$ cat src/rtl/fma16_pkg.sv
// fma16_pkg: shared constants and types for the fma16 normalize/round back end.
// Contents: rounding-mode encodings, FSM state enum, FP16 format constants.
package fma16_pkg;

    localparam logic [1:0] RZ  = 2'b00;
    localparam logic [1:0] RNE = 2'b01;
    localparam logic [1:0] RM  = 2'b10;
    localparam logic [1:0] RP  = 2'b11;

    typedef enum logic [1:0] {IDLE, NORM, ROUND, DONE} state_t;

    localparam logic [7:0]  BIAS    = 8'd15;
    localparam logic [7:0]  EXP_MAX = 8'd31;
    localparam logic [15:0] INF     = 16'h7C00;
    localparam logic [15:0] MAXFIN  = 16'h7BFF;

endpackage

$ cat src/rtl/fma16_normround_if.sv
// fma16_normround_if: operand and result handshakes of the normalize/round back end.
// Signals: in_valid/in_ready with sm, e_in, sign_in, roundmode, in_special, special_res,
//   special_flags; out_valid/out_ready with result and flags {nv, of, uf, nx}.
// Modports: master drives operands and out_ready; slave is the back end itself.
interface fma16_normround_if #(
    parameter int VEC_SIZE = 43
);
    logic                in_valid;
    logic                in_ready;
    logic [VEC_SIZE:0]   sm;
    logic signed [7:0]   e_in;
    logic                sign_in;
    logic [1:0]          roundmode;
    logic                in_special;
    logic [15:0]         special_res;
    logic [3:0]          special_flags;
    logic                out_valid;
    logic                out_ready;
    logic [15:0]         result;
    logic [3:0]          flags;

    modport master (
        output in_valid, sm, e_in, sign_in, roundmode, in_special, special_res, special_flags, out_ready,
        input  in_ready, out_valid, result, flags
    );

    modport slave (
        input  in_valid, sm, e_in, sign_in, roundmode, in_special, special_res, special_flags, out_ready,
        output in_ready, out_valid, result, flags
    );
endinterface

$ cat src/rtl/fma16_round.sv
// fma16_round: combinational FP16 rounding of a normalized mantissa.
// Ports: m_i (mantissa up to the unit bit), sticky_i (bits lost during normalization),
//   e_i (biased exponent), sign_i, rm_i (rounding mode) -> result_o (FP16), flags_o {of, uf, nx}.
module fma16_round
    import fma16_pkg::*;
#(
    parameter int NORM_POS = 30
) (
    input  logic [NORM_POS:0] m_i,
    input  logic              sticky_i,
    input  logic signed [7:0] e_i,
    input  logic              sign_i,
    input  logic [1:0]        rm_i,
    output logic [15:0]       result_o,
    output logic [2:0]        flags_o
);
    logic [9:0]  frac;
    logic        guard;
    logic        sticky;
    logic        inc;
    logic        of;
    logic        nx;
    logic        uf;
    logic        to_inf;
    logic [7:0]  exp_f;
    logic [17:0] rounded;
    logic [14:0] mag;

    always_comb begin
        frac    = m_i[NORM_POS-1 -: 10];
        guard   = m_i[NORM_POS-11];
        sticky  = |m_i[NORM_POS-12:0] | sticky_i;
        inc     = rm_i == RZ  ? 1'b0 :
                  rm_i == RNE ? guard & (sticky | frac[0]) :
                  rm_i == RM  ? sign_i & (guard | sticky) :
                                ~sign_i & (guard | sticky);
        // A clear unit bit means subnormal; the fraction carry then lands in exponent 1.
        exp_f   = m_i[NORM_POS] ? e_i : 8'd0;
        rounded = {exp_f, frac} + 18'(inc);
        of      = rounded[17:10] >= EXP_MAX;
        nx      = guard | sticky | of;
        uf      = nx & ~m_i[NORM_POS];
        to_inf  = rm_i == RNE || (rm_i == RP && !sign_i) || (rm_i == RM && sign_i);
        mag     = of ? (to_inf ? INF[14:0] : MAXFIN[14:0]) : rounded[14:0];
        result_o = {sign_i, mag};
        flags_o  = {of, uf, nx};
    end
endmodule

$ cat src/rtl/fma16_normround.sv
// fma16_normround: iterative normalize (one bit per cycle) and round back end of fma16.
// Ports: clk; reset (synchronous, active-high); bus (slave modport): operand handshake
//   in_valid/in_ready with sm, e_in, sign_in, roundmode and the in_special bypass,
//   result handshake out_valid/out_ready with result (FP16) and flags {nv, of, uf, nx}.
module fma16_normround
    import fma16_pkg::*;
#(
    parameter int VEC_SIZE = 43,
    parameter int NORM_POS = 30
) (
    input logic              clk,
    input logic              reset,
    fma16_normround_if.slave bus
);
    state_t            state_q;
    logic [VEC_SIZE:0] m_q;
    logic signed [7:0] e_q;
    logic              sticky_q;
    logic              sign_q;
    logic [1:0]        rm_q;
    logic              in_ready_q;
    logic              out_valid_q;
    logic [15:0]       result_q;
    logic [3:0]        flags_q;
    logic [15:0]       r_res;
    logic [2:0]        r_flags;

    fma16_round #(.NORM_POS(NORM_POS)) u_round (
        .m_i      (m_q[NORM_POS:0]),
        .sticky_i (sticky_q),
        .e_i      (e_q),
        .sign_i   (sign_q),
        .rm_i     (rm_q),
        .result_o (r_res),
        .flags_o  (r_flags)
    );

    assign bus.in_ready  = in_ready_q;
    assign bus.out_valid = out_valid_q;
    assign bus.result    = result_q;
    assign bus.flags     = flags_q;

    always_ff @(posedge clk) begin
        if (reset) begin
            state_q     <= IDLE;
            m_q         <= '0;
            e_q         <= '0;
            sticky_q    <= 1'b0;
            sign_q      <= 1'b0;
            rm_q        <= RZ;
            in_ready_q  <= 1'b1;
            out_valid_q <= 1'b0;
            result_q    <= '0;
            flags_q     <= '0;
        end else begin
            case (state_q)
                IDLE: if (bus.in_valid) begin
                    m_q        <= bus.sm;
                    e_q        <= bus.e_in;
                    sign_q     <= bus.sign_in;
                    rm_q       <= bus.roundmode;
                    sticky_q   <= 1'b0;
                    in_ready_q <= 1'b0;
                    if (bus.in_special) begin
                        result_q    <= bus.special_res;
                        flags_q     <= bus.special_flags;
                        out_valid_q <= 1'b1;
                        state_q     <= DONE;
                    end else if (bus.sm == '0) begin
                        result_q    <= {bus.sign_in, 15'b0};
                        flags_q     <= '0;
                        out_valid_q <= 1'b1;
                        state_q     <= DONE;
                    end else begin
                        state_q <= NORM;
                    end
                end
                NORM: begin
                    // Right shifts take priority so subnormals settle at exponent 1
                    // with the lost bits folded into sticky.
                    if (|m_q[VEC_SIZE:NORM_POS+1] || e_q < 8'sd1) begin
                        m_q      <= m_q >> 1;
                        sticky_q <= sticky_q | m_q[0];
                        e_q      <= e_q + 8'sd1;
                    end else if (m_q == '0) begin
                        state_q <= ROUND;
                    end else if (!m_q[NORM_POS] && e_q > 8'sd1) begin
                        m_q <= m_q << 1;
                        e_q <= e_q - 8'sd1;
                    end else begin
                        state_q <= ROUND;
                    end
                end
                ROUND: begin
                    result_q    <= r_res;
                    flags_q     <= {1'b0, r_flags};
                    out_valid_q <= 1'b1;
                    state_q     <= DONE;
                end
                DONE: if (bus.out_ready) begin
                    out_valid_q <= 1'b0;
                    in_ready_q  <= 1'b1;
                    state_q     <= IDLE;
                end
                default: begin
                    state_q    <= IDLE;
                    in_ready_q <= 1'b1;
                end
            endcase
        end
    end
endmodule

$ cat src/flat_wrapper.sv
// flat-port wrapper written by rule: the top's interface ports become plain ports
module fma16_normround_flat import fma16_pkg::*;
#(
    parameter int VEC_SIZE = 43,
    parameter int NORM_POS = 30
)
  (clk, reset, bus_in_valid, bus_sm, bus_e_in, bus_sign_in, bus_roundmode, bus_in_special, bus_special_res, bus_special_flags, bus_out_ready, bus_in_ready, bus_out_valid, bus_result, bus_flags);
  fma16_normround_if #(.VEC_SIZE(VEC_SIZE)) bus_i ();
  input logic clk;
  input logic reset;
  input wire logic [$bits(bus_i.in_valid)-1:0] bus_in_valid;
  input wire logic [$bits(bus_i.sm)-1:0] bus_sm;
  input wire logic [$bits(bus_i.e_in)-1:0] bus_e_in;
  input wire logic [$bits(bus_i.sign_in)-1:0] bus_sign_in;
  input wire logic [$bits(bus_i.roundmode)-1:0] bus_roundmode;
  input wire logic [$bits(bus_i.in_special)-1:0] bus_in_special;
  input wire logic [$bits(bus_i.special_res)-1:0] bus_special_res;
  input wire logic [$bits(bus_i.special_flags)-1:0] bus_special_flags;
  input wire logic [$bits(bus_i.out_ready)-1:0] bus_out_ready;
  output wire logic [$bits(bus_i.in_ready)-1:0] bus_in_ready;
  output wire logic [$bits(bus_i.out_valid)-1:0] bus_out_valid;
  output wire logic [$bits(bus_i.result)-1:0] bus_result;
  output wire logic [$bits(bus_i.flags)-1:0] bus_flags;
  assign bus_i.in_valid = bus_in_valid;
  assign bus_i.sm = bus_sm;
  assign bus_i.e_in = bus_e_in;
  assign bus_i.sign_in = bus_sign_in;
  assign bus_i.roundmode = bus_roundmode;
  assign bus_i.in_special = bus_in_special;
  assign bus_i.special_res = bus_special_res;
  assign bus_i.special_flags = bus_special_flags;
  assign bus_i.out_ready = bus_out_ready;
  assign bus_in_ready = bus_i.in_ready;
  assign bus_out_valid = bus_i.out_valid;
  assign bus_result = bus_i.result;
  assign bus_flags = bus_i.flags;
  fma16_normround #(.VEC_SIZE(VEC_SIZE), .NORM_POS(NORM_POS)) u_core (.clk(clk), .reset(reset), .bus(bus_i));
endmodule
$ cat config.mk
export PLATFORM = sky130hd
export DESIGN_NAME = fma16_normround_flat
export DESIGN_NICKNAME = d
export VERILOG_FILES = /design/src/rtl/fma16_pkg.sv /design/src/rtl/fma16_normround_if.sv /design/src/rtl/fma16_round.sv /design/src/rtl/fma16_normround.sv /design/src/flat_wrapper.sv
export SDC_FILE = /design/constraint.sdc
export NUM_CORES = 1
export LEC_CHECK = 0
export ABC_AREA = 1
export CAP_MARGIN = 0
export CORE_MARGIN = 2
export CORE_UTILIZATION = 51
export CTS_CLUSTER_DIAMETER = 120
export DETAILED_ROUTE_END_ITERATION = 10
export GPL_TIMING_DRIVEN = 1
export HOLD_SLACK_MARGIN = 0.05
export PLACE_DENSITY = 0.87
export SYNTH_ARGS = -nofsm -noshare
export SYNTH_HDL_FRONTEND = slang
export SYNTH_SLANG_ARGS = --single-unit
export TNS_END_PERCENT = 30
$ cat constraint.sdc
create_clock -name clk -period 7.3 [get_ports clk]
set_input_delay 1.46 -clock clk [delete_from_list [all_inputs] [get_ports clk]]
set_output_delay 1.46 -clock clk [all_outputs]
set_load 0.02 [all_outputs]
==> impl_metrics.csv <==
group,metric,value,unit
outcome,status,"finished clean",
cts,cts_hold_buf,0,
yosys,yosysMostFrequentCell,"nand2_1",
grt,antenna_found_initial,0,
route,totalWireLength,14900,µm
sta,fmax,270,MHz
cts,htreeDepth,3,
yosys,synth_edf_count,0,
yosys,ys_warn_count,0,
floorplan,die_x,109,µm
cts,clk_pin_slew_worst_paths,80,ps
finish,n_antenna_cell,0,
route,drt-vias-per-instance,5.36,
place,gp_congestion,0.904,
critical_path,critical_path.max_stage_delay,550,ps
yosys,syn_nets,1010,
sta,setup_violations,0,
place,place_ws,3290,ps
sta,clock_skew,13.0,ps
floorplan,pin_count,102,
cts,clock_latency,350,ps
finish,syn2layout_area_growth,20.7,%
finish,final_cells,1130,
floorplan,die-height,109,µm
yosys,synth.avg_cell_area,6.12,µm²
critical_path,worst_setup_path_start_kind,"input port",
yosys,ys.flop_type,"dfxtp_1",
critical_path,cp_max_fo,54,
finish,utilization,0.629,
sta,tns,0,ps
job,maxCapViolCount,0,
critical_path,crit_type,"input port to register",
sta,rsz0062_at_grt,"no",
critical_path,crit_arrival,3930,ps
yosys,syn_area,5620,µm²
critical_path,cpMaxStageDelayCell,"nand2_4",
cts,cts_sinks,80,
grt,grt_max_degree,71,
place,dp_cells,1115,
floorplan,die_area,11900,µm²
cts,cts-resized-gates,0,
yosys,synth_top_area_frac,0.285,
place,portBuffers,101,
sta,hold_viol_final,0,
cts,cts_root_buffer,"clkbuf_8",
cts,cts_buffers,9,
critical_path,critPathCaptureType,"register",
floorplan,start_util,0.521,
yosys,synth_top_area_cell,"dfxtp_1",
sta,finalCritPeriodShare,0.507,
floorplan,core,10800,µm²
sta,fin_ws,3600,ps
route,drtPass1Iterations,5,
grt,grt_pass1_wl,24800,µm
sta,tightest_slew,1050,ps
finish,layout.nets,1077,
yosys,synth_cell_types,42,
cts,cts_tree,"built",
grt,grt_use_total,0.255,
sta,final.min_clock_period,3700,ps
yosys,postSynthCellCount,919,
cts,clockBufferDepth,2,
critical_path,path_common_cell,"nor2_1",
yosys,ys_seq_area_frac,0.285,
route,drc,0,
place,dpl.hpwl,10500,µm
pwr,powerDensity,370,nW/µm²
yosys,ys_ff_latch,80,
grt,grt_pass1_vias,5453,
yosys,ys_top_cells_by_count,"225 x nand2_1, 184 x nor2_1, 92 x inv_1, 80 x dfxtp_1, 68 x o21ai_0",
hold_path,min_path_type,"register to register",
floorplan,rows,38,
critical_path,worstPathCellList,"clkdlybuf4s50_1, nand2_1, o21ai_1, nand3_1, nand2_4, inv_4, nor2_1, nor2_1",
sta,slew_headroom,0.298,
sta,final_max_slew_viol_count,0,
critical_path,worstPathRequired,7540,ps
yosys,async_flop_share,0,
route,detail-route-antenna-nets,0,
route,wl_per_cell,13.1,µm
cts,post_cts_buffers,0,
route,drt_iter0_drc,403,
pwr,power_leakage,2.96,nW
pwr,ir_drop,0.000220,V
finish,drive_gt1_frac,0.0586,
yosys,synth.top_cells.by_area,"dfxtp_1 28%, nand2_1 15%, nor2_1 12%, inv_1 6.1%, o21ai_0 6.1%",
pwr,power,2.51,mW
grt,grt_overflow,0,
route,vias,6056,
state kept, by name, indices dropped and copies added (netlist names):
signal	cells
u_core.bus.in_ready	1
u_core.bus.result	16
u_core.bus.flags	4
u_core.sign_q	1
u_core.m_q	44
u_core.sticky_q	1
u_core.e_q	8
u_core.bus.out_valid	1
u_core.rm_q	2
u_core.state_q	2
through the flow:
step	hold WS [ps]	area [µm²]
after global routing	504	6790
after global placement	451	6560
after floorplan	475	5620
after CTS	477	6790
final	473	6790
after detailed placement	463	6560
kinds of logic (layout without fill, tap and decap cells):
logic type	Yosys count	count (layout)	synth area share
simple gates	516	516	0.388
compound gates	146	146	0.156
buf+inv	146	217	0.116
flops	80	80	0.285
xor+xnor	20	20	0.0311
fa+ha+maj	11	11	0.0245
routing by layer:
| layer | part of all wire | global-route usage |
|---|---|---|
| met1 | 0.45 | 0.343 |
| met2 | 0.47 | 0.420 |
| met3 | 0.066 | 0.0347 |
| met4 | 0.021 | 0.0879 |
| met5 | 0 | 0 |
worst max-delay path: cells and delay by family:
kind	cells	cell delay (ps)
simple gates	5	1350
compound gates	1	280
buf+inv	2	810
worst paths after layout:
check | startpoint | slack [ps] | end | cells past startpoint
worst max-delay path | bus_in_valid | 3600 | u_core.m_q[28] | 8
worst min-delay path | u_core.bus.out_valid | 470 | u_core.bus.out_valid | 2
worst max register to register | u_core.m_q[12] | 3730 | u_core.bus.result[9] | 21
worst min register to register | u_core.bus.out_valid | 470 | u_core.bus.out_valid | 2
placed cells by master (no fill, tap or decap), types with 2 or more instances in the layout:
master / count
nand3_1: 51
xor2_1: 17
bufinv_16: 3
nand2_2: 7
ha_1: 11
inv_4: 2
nor2_2: 6
a21oi_2: 10
nand2_1: 225
a22oi_1: 3
a21oi_1: 22
buf_4: 3
clkbuf_8: 9
nand3_2: 3
nand2_4: 2
o211ai_1: 16
nor2_1: 184
nor4_1: 6
nand3b_1: 2
o21ai_0: 68
o21ai_1: 8
a31oi_1: 2
inv_1: 92
clkdlybuf4s50_1: 101
nor3_1: 6
nor2_4: 4
nand4_1: 15
dfxtp_1: 80
xnor2_1: 3
o221ai_1: 12
inv_2: 4
power by group:
group	total, mW	switching, mW	internal (mW)
logic	1.35	0.865	0.480
registers	0.769	0.166	0.602
clock network	0.396	0.169	0.226
layout make-up:
type / instances / area (µm²)
tap: 140 / 175
fill: 982 / 4000
clock inverter: 5 / 106
inverter: 98 / 373
sequential: 80 / 1600
multi-input combinational: 693 / 3370
timing repair buffer: 104 / 1030
clock buffer: 10 / 128
(Power assumes the default switching activity.)
